`src/rtl/crc4_pkg.sv`:
```
// Shared CRC-4 definitions for the serial CRC-4 generator/checker pair.
//   CRC_W        : CRC width (4)
//   crc4_state_e : frame checker FSM states
//   crc4_next()  : one LFSR step for a single payload bit
package crc4_pkg;

  localparam int CRC_W = 4;

  typedef enum logic [1:0] {
    ST_IDLE,
    ST_PAYLOAD,
    ST_CRC
  } crc4_state_e;

  // fb = b ^ s[0]; s3' = fb; s2' = fb ^ s3; s1' = s2; s0' = s1
  function automatic logic [CRC_W-1:0] crc4_next(input logic [CRC_W-1:0] s, input logic b);
    logic fb;
    fb = b ^ s[0];
    return {fb, fb ^ s[3], s[2], s[1]};
  endfunction

endpackage

```
`src/rtl/crc4_lfsr.sv`:
```
// Serial CRC-4 LFSR.
//   clk    : rising-edge clock
//   rst    : asynchronous reset, active-low
//   en     : advance the LFSR by one bit
//   clr    : with en, restart from zero before applying bit_in
//   bit_in : payload bit
//   state  : current LFSR contents
module crc4_lfsr
  import crc4_pkg::*;
(
  input  logic             clk,
  input  logic             rst,
  input  logic             en,
  input  logic             clr,
  input  logic             bit_in,
  output logic [CRC_W-1:0] state
);

  always_ff @(posedge clk or negedge rst) begin
    if (!rst) begin
      state <= '0;
    end else if (en) begin
      state <= crc4_next(clr ? '0 : state, bit_in);
    end
  end

endmodule

```
`config.mk`:
```
export PLATFORM = sky130hd
export DESIGN_NAME = crc4_lfsr
export DESIGN_NICKNAME = d
export VERILOG_FILES = /design/src/rtl/crc4_pkg.sv /design/src/rtl/crc4_lfsr.sv
export SDC_FILE = /design/constraint.sdc
export NUM_CORES = 1
export LEC_CHECK = 0
export CAP_MARGIN = 25
export CORE_AREA = 2 2 39 41
export CTS_BUF_LIST = sky130_fd_sc_hd__clkbuf_4
export DETAILED_ROUTE_END_ITERATION = 10
export DIE_AREA = 0 0 41 43
export PLACE_DENSITY = 0.44
export SLEW_MARGIN = 20
export SYNTH_ARGS = -nofsm -noshare
export SYNTH_HDL_FRONTEND = slang
export SYNTH_SLANG_ARGS = --single-unit
```
`constraint.sdc`:
```
create_clock -name clk -period 1 [get_ports clk]
set_input_delay 0.25 -clock clk [delete_from_list [all_inputs] [get_ports clk]]
set_output_delay 0.25 -clock clk [all_outputs]
set_load 0.01 [all_outputs]
```
Yosys cells after proc, flatten, opt, wreduce, memory -nomap -nowiden
Cells that the tools add are included.
Widths: inputs -> output; s select.
Word-level totals
  bits in registers: 4
  input port bits: 5
  output and inout bits: 4
  logic and storage cells: 4
Operators by class
  mux-type cells: 1
  bitwise gates (word level): 2
Operators by type and width (count)
  $mux 4: 1
  $xor 1x1->1: 2

Depth between registers and ports, before layout
Gate-level depths: netlist of the first run.
  word-level depth: 3
  gate-level depth with buffers: 3

Least setup slack after synthesis of the first run
OpenSTA, ideal clock, no wires.
  path kind: flip-flop to flip-flop
  start point: register state[0]
  end point: register state[2]
  arrival time: 1.004 ns
  required time: 0.918 ns
  path slack: -0.085 ns
  cell stages (with the launch flop): 4
  buffers on the path: 0
  cells stage by stage: dfrtp_1 -> xnor2_1 -> or3_1 -> a31oi_1
On the way
  longest elaborated chain between the ends: 3
Ends and longest elaborated chain
  start, declared: line crc4_lfsr.sv:16  | output logic [CRC_W-1:0] state
  start signal, assigned: line crc4_lfsr.sv:23  | state <= crc4_next(clr ? '0 : state, bit_in);
  $mux 4: line crc4_lfsr.sv:23
  $xor 1x1->1: line crc4_pkg.sv:18  | fb = b ^ s[0];
  $xor 1x1->1: line crc4_pkg.sv:19  | return {fb, fb ^ s[3], s[2], s[1]};
Every way passes these cells.
A chain may end at the register's enable or synchronous reset.

Worst setup path after layout of the first run
Same ends and word-level chain as after synthesis.

==> flow_summary.json, run 1 <==
{
  "status": "finished with violations",
  "violations": "setup timing",
  "rsz0062_at_grt": "true",
  "drt_iter0_markers": 3,
  "synth_top_area_cell": "dfrtp_1",
  "crit_path_start_kind": "flip-flop",
  "path_max_fanout": 3,
  "reg.largest.list": "state: 4 flops",
  "routed_via_density": 3.885,
  "dr.pass1.iters": 4,
  "setup-violations-final": 1,
  "synth_cells": 19,
  "initial_core_util_pct": 13.47,
  "final_nets": 43,
  "reg2reg_slack_ns": -0.14,
  "synth_area_um2": 186.4,
  "synth-async-reset-ratio_pct": 100.0,
  "power_leakage_uw": 0.0001590,
  "drc": 0,
  "cts_buffer_depth": 2,
  "grt_max_degree": 9,
  "finalMaxSlewViolations": 0,
  "yosys.area_share.simple_pct": 18.79,
  "reg2reg_from": "state[0]",
  "avgSynthCellArea_um2": 9.812,
  "clk_latency_ns": 0.24,
  "synth_common_cells": "dfrtp_1 (4), o21ai_0 (3)",
  "grt-ovfl-total": 0,
  "cts_sinks": 4,
  "r2r-end": "state[2]",
  "fin_crit_ns": 1.142,
  "synthTopCellsByArea": "dfrtp_1 (54%), xnor2_1 (9.4%), o21ai_0 (8.1%)",
  "core_area_um2": 1384,
  "synth-seq-cells": 4,
  "port_buffers": 8,
  "ys_warn_count": 0,
  "yosysMostFrequentCell": "dfrtp_1",
  "dieArea_um2": 1763,
  "slew_headroom_pct": 84.25,
  "worstMarginPinSlew_ns": 0.2356,
  "routedWlPerCell_um": 8.981,
  "die_h_um": 43,
  "finClkSkew_ns": 0.007038,
  "place_area_um2": 324.1,
  "grt_usage_pct": 6.740,
  "gp_congestion": 0.5976,
  "largest_reg_flops": 4,
  "vias": 202,
  "io-pin-count": 9,
  "rows": 14,
  "peakVddDrop_mv": 0.3120,
  "synth_cell_types": 10,
  "crit_path_end_kind": "flip-flop",
  "drv_cap": 0,
  "final_area_um2": 342.8,
  "synth-edff-count": 0,
  "fp.dieW_um": 41,
  "path_class": "reg2reg",
  "synthXorXnorAreaFrac_pct": 9.396,
  "grt_pass1_wl_um": 655,
  "min_path_type": "in2async",
  "syn2layout_area_growth_pct": 83.89,
  "fin_util_pct": 24.77,
  "max_freq_ghz": 0.8753,
  "worst_r2r_path_depth": 4,
  "synth_top_area_share_pct": 53.69,
  "path_clk_slew_ns": 0.04,
  "antenna_found_initial": 0,
  "synth.yosys.seq_area_share_pct": 53.69,
  "drive_gt1_share_pct": 38.89,
  "synth_top_family_by_area": "simple AND/OR/NAND/NOR gates",
  "numCtsBuffers": 3,
  "holdWs_ns": 0.2201,
  "dp_slack_ns": -0.2915,
  "fin_ws_ns": -0.1424,
  "power_density_nw_per_um2": 1552,
  "hold_viol": 0,
  "syn_nets": 24,
  "clock-root-buffer": "clkbuf_4",
  "dp_hpwl_um": 337.6,
  "yosys.area_share.adder_pct": 0,
  "period_share_pct": 114.2,
  "synth_mux_area_share_pct": 0,
  "ant_nets": 0,
  "critPathArrivalTime_ns": 1.30,
  "ys.flop_type": "dfrtp_1",
  "required_ns": 1.16,
  "htree_levels": 1,
  "cts_tree": "yes",
  "regMostFlops": "state",
  "tns_ns": -0.1424,
  "wirelength_um": 467,
  "antennaDiodeCount": 0,
  "synth_compound_area_share_pct": 14.09,
  "grt_pass1_vias": 177
}
## per-stage QoR
step	power (µW)	std cells
2_1_floorplan	240.3	19
3_3_place_gp	339.8	48
3_5_place_dp	338.8	48
4_1_cts	534.0	51
5_1_grt	568.1	52
6_report	532.1	52
## where the power goes
part | switching [µW] | internal, µW
clock | 69.2 | 134
combinational | 56.8 | 81.2
sequential | 8.92 | 182
## layout by cell type, fill, tap and decap left out
cell type / n
buf_4: 5
dfrtp_1: 4
o21ai_0: 3
clkbuf_4: 3
clkdlybuf4s50_1: 3
buf_2: 3
xnor2_1: 2
nor2_1: 2
inv_1: 2
nand3b_1: 2
or3_1: 1
a31oi_1: 1
nor2b_2: 1
a21oi_1: 1
dlymetal6s2s_1: 1
clkbuf_2: 1
buf_6: 1
## worst max-delay path, cell delays in order, from the launching register on
cell and delay (ns):
dfrtp_1 0.38, buf_6 0.12, xnor2_1 0.12, or3_1 0.31, a31oi_1 0.13
## routing by layer
metal / wire [µm] / track usage, %
met1: 197 / 6.149
met4: 27 / 10.00
met5: 0 / 0
met3: 71 / 4.712
met2: 170 / 7.500
## how the worst max path moves through the flow
| stage | depth (start not counted) | slack, ns | startpoint | endpoint |
|---|---|---|---|---|
| global route | 4 | -0.20 | state[0] | state[2] |
| CTS | 4 | -0.15 | state[0] | state[2] |
| floorplan | 3 | -0.05 | state[0] | state[2] |
| global placement | 3 | -0.28 | clr | state[2] |
| detailed placement | 3 | -0.29 | clr | state[2] |
| finish | 4 | -0.14 | state[0] | state[2] |
## area by class of cell
class	instances	area, µm²
timing repair buffer	14	111.4
fill	159	1041
sequential	4	100.1
multi-input combinational	13	81.33
inverter	2	7.507
tap	16	20.02
clock buffer	3	22.52
## cells by family (layout without fill, tap and decap cells)
logic type	count (synthesis)	in the layout
flops	4	4
compound gates	5	5
xor+xnor	2	2
buf+inv	2	19
simple gates	6	6
## what timing repair did
action	in CTS	in global routing
pin swaps	0	2
resized for setup	13	5
hold buffers	0	0
setup buffers	0	1
setup endpoints to repair	5	6
(Power assumes the default switching activity.)
==> inputs of run 2 (changes only) <==
- ABC_AREA: not set -> 1
- ABC_CLOCK_PERIOD_IN_PS: not set -> 1000
- PLACE_DENSITY: 0.44 -> 0.46
==> flow_summary.json, run 2 <==
{
  "status": "finished with violations",
  "violations": "setup timing",
  "routed_via_density": 3.650,
  "ctsHoldBuffers": 0,
  "vias": 219,
  "hold_viol": 0,
  "required_ns": 1.11,
  "wirelength_um": 479,
  "place_area_um2": 339.1,
  "grt_pass1_wl_um": 696,
  "grt_max_degree": 6,
  "routedWlPerCell_um": 7.983,
  "ys_warn_count": 0,
  "regMostFlops": "state",
  "synth_area_um2": 205.2,
  "critPathBufInv": 2,
  "synth.yosys.seq_area_share_pct": 48.78,
  "setup-violations-final": 1,
  "instances_no_fill": 60,
  "synth-edff-count": 0,
  "cp_common_cell": "nand2_1",
  "peakVddDrop_mv": 0.4483,
  "path_max_fanout": 4,
  "path_clk_slew_ns": 0.03,
  "syn_nets": 30,
  "synth_cells": 25,
  "met1_usage_pct": 7.843,
  "power_leakage_uw": 0.0001903,
  "crit_path_end_kind": "flip-flop",
  "cts_sinks": 4,
  "port_buffers": 8,
  "yosys.area_share.simple_pct": 25.00,
  "gp_congestion": 0.6445,
  "synth_cell_types": 10,
  "grt_pass1_vias": 192,
  "power_density_nw_per_um2": 1405,
  "crit_family": "buffers and inverters",
  "min_path_type": "in2async",
  "fin_crit_ns": 1.005,
  "dieArea_um2": 1763,
  "n_fill_cell": 154,
  "numCtsBuffers": 3,
  "grt_util_met2_pct": 7.500,
  "top_usage_layer": "met4",
  "synthXorXnorAreaFrac_pct": 0,
  "path_cells": "clkdlybuf4s50_1, buf_4, a21oi_2, nand2_1, nand2_1",
  "finalMaxSlewViolations": 0,
  "core_area_um2": 1384,
  "htree_levels": 1,
  "ant_nets": 0,
  "holdWs_ns": 0.2201,
  "largest_reg_flops": 4,
  "slew_headroom_pct": 88.32,
  "rows": 14,
  "register_area_um2": 100.1,
  "grt_usage_pct": 6.357,
  "synth-async-reset-ratio_pct": 100.0,
  "cts_tree": "yes",
  "final_nets": 51,
  "worstMarginPinSlew_ns": 0.1746,
  "ys.flop_type": "dfrtp_1",
  "fp.dieW_um": 41,
  "rsz0062_at_grt": "true",
  "synthTopCellsByArea": "dfrtp_1 (49%), nand3_1 (9.8%), nand2_1 (9.1%)",
  "max_freq_ghz": 0.9952,
  "io-pin-count": 9,
  "yosysMostFrequentCell": "nand2_1",
  "clock-root-buffer": "clkbuf_4",
  "syn2layout_area_growth_pct": 79.88,
  "antenna_found_initial": 0,
  "cts_buffer_depth": 2,
  "grt-ovfl-total": 0,
  "reg2reg_from": "state[0]",
  "synth_top_area_cell": "dfrtp_1",
  "synth_common_cells": "nand2_1 (5), dfrtp_1 (4), inv_1 (4), nand3_1 (4), o21ai_0 (3)",
  "yosys.area_share.adder_pct": 0,
  "dp_cells": 54,
  "multi_input_area_um2": 80.08,
  "crit_path_start_kind": "input pin",
  "fin_ws_ns": -0.004825,
  "avgSynthCellArea_um2": 8.208,
  "power_uw": 518.5,
  "final_common_cell": "buf_4",
  "die_h_um": 43,
  "dr.pass1.iters": 2,
  "drive_gt1_share_pct": 45.45,
  "drv_cap": 0,
  "grtUsageMet3_pct": 1.571,
  "synth_mux_area_share_pct": 0,
  "period_share_pct": 100.5,
  "synth-seq-cells": 4,
  "clk_latency_ns": 0.23,
  "antennaDiodeCount": 0,
  "initial_core_util_pct": 14.83,
  "drc": 0,
  "synth_top_area_share_pct": 48.78,
  "critPathArrivalTime_ns": 1.11,
  "synth_compound_area_share_pct": 11.59,
  "dp_hpwl_um": 384.8,
  "path_class": "in2reg",
  "final_area_um2": 369.1,
  "dp_slack_ns": -0.2140,
  "drt_iter0_markers": 3,
  "reg.largest.list": "state: 4 flops",
  "cp_slowest_cell": "clkdlybuf4s50_1",
  "cpPeakStageDelay_ns": 0.55,
  "layout_common_cells": "buf_4 (9), nand2_1 (5)",
  "startpoint": "en",
  "finClkSkew_ns": 0.001275,
  "synth_top_family_by_area": "simple AND/OR/NAND/NOR gates"
}
## run 2: routing by layer
| metal | up-vias | routed length (µm) |
|---|---|---|
| met5 | - | 0 |
| met4 | 0 | 0 |
| met3 | 0 | 25 |
| met2 | 4 | 238 |
| met1 | 97 | 215 |
| li1 | 118 | - |
## run 2: logic make-up after synthesis
group                  Yosys count
AOI/OAI and AO/OA                4
buffers and inverters            6
DFF                              4
and+or+nand+nor                 11
## run 2: layout make-up
| class | instances | area share (%) |
|---|---|---|
| Clock buffer | 3 | 6.102 |
| Inverter | 5 | 5.085 |
| Multi-Input combinational cell | 15 | 21.69 |
| Sequential cell | 4 | 27.12 |
| Tap cell | 16 | 5.424 |
| Timing Repair Buffer | 17 | 34.58 |
## run 2: worst register-to-register path, cell delays in order, from the launching register on
cell and delay [ns]:
dfrtp_1 0.36, buf_4 0.14, nand3_1 0.11, nand3_2 0.09
nand2_1 0.07, nand2_1 0.06
## run 2: per-stage QoR
stage	setup TNS, ns	util [%]
3_5_place_dp	-1.241	24.50
6_report	-0.004825	26.67
2_1_floorplan	0	-
3_3_place_gp	-1.262	24.50
5_1_grt	-0.08883	26.67
4_1_cts	0	24.68
## run 2: repair_timing
action,in CTS,in global routing
buffers inserted,0,3
pin swaps,0,0
endpoints found under the setup margin,4,6
resized for setup,16,2
## run 2: worst paths after layout
check                      endpoint  slack, ns  cells after the start
setup / recovery           state[2]     -0.005                      5
hold / removal             state[3]       0.22                      1
setup reg to reg           state[2]       0.07                      5
hold reg to reg            state[1]       0.62                      3
max in group asynchronous  state[0]       0.62                      1
min in group clk           state[1]       0.62                      3
## run 2: power breakdown
part	internal (µW)	switching [µW]	total [µW]
clock	133	54.2	188
sequential	181	8.07	189
combinational	78.9	63.2	142
total	393	125	519
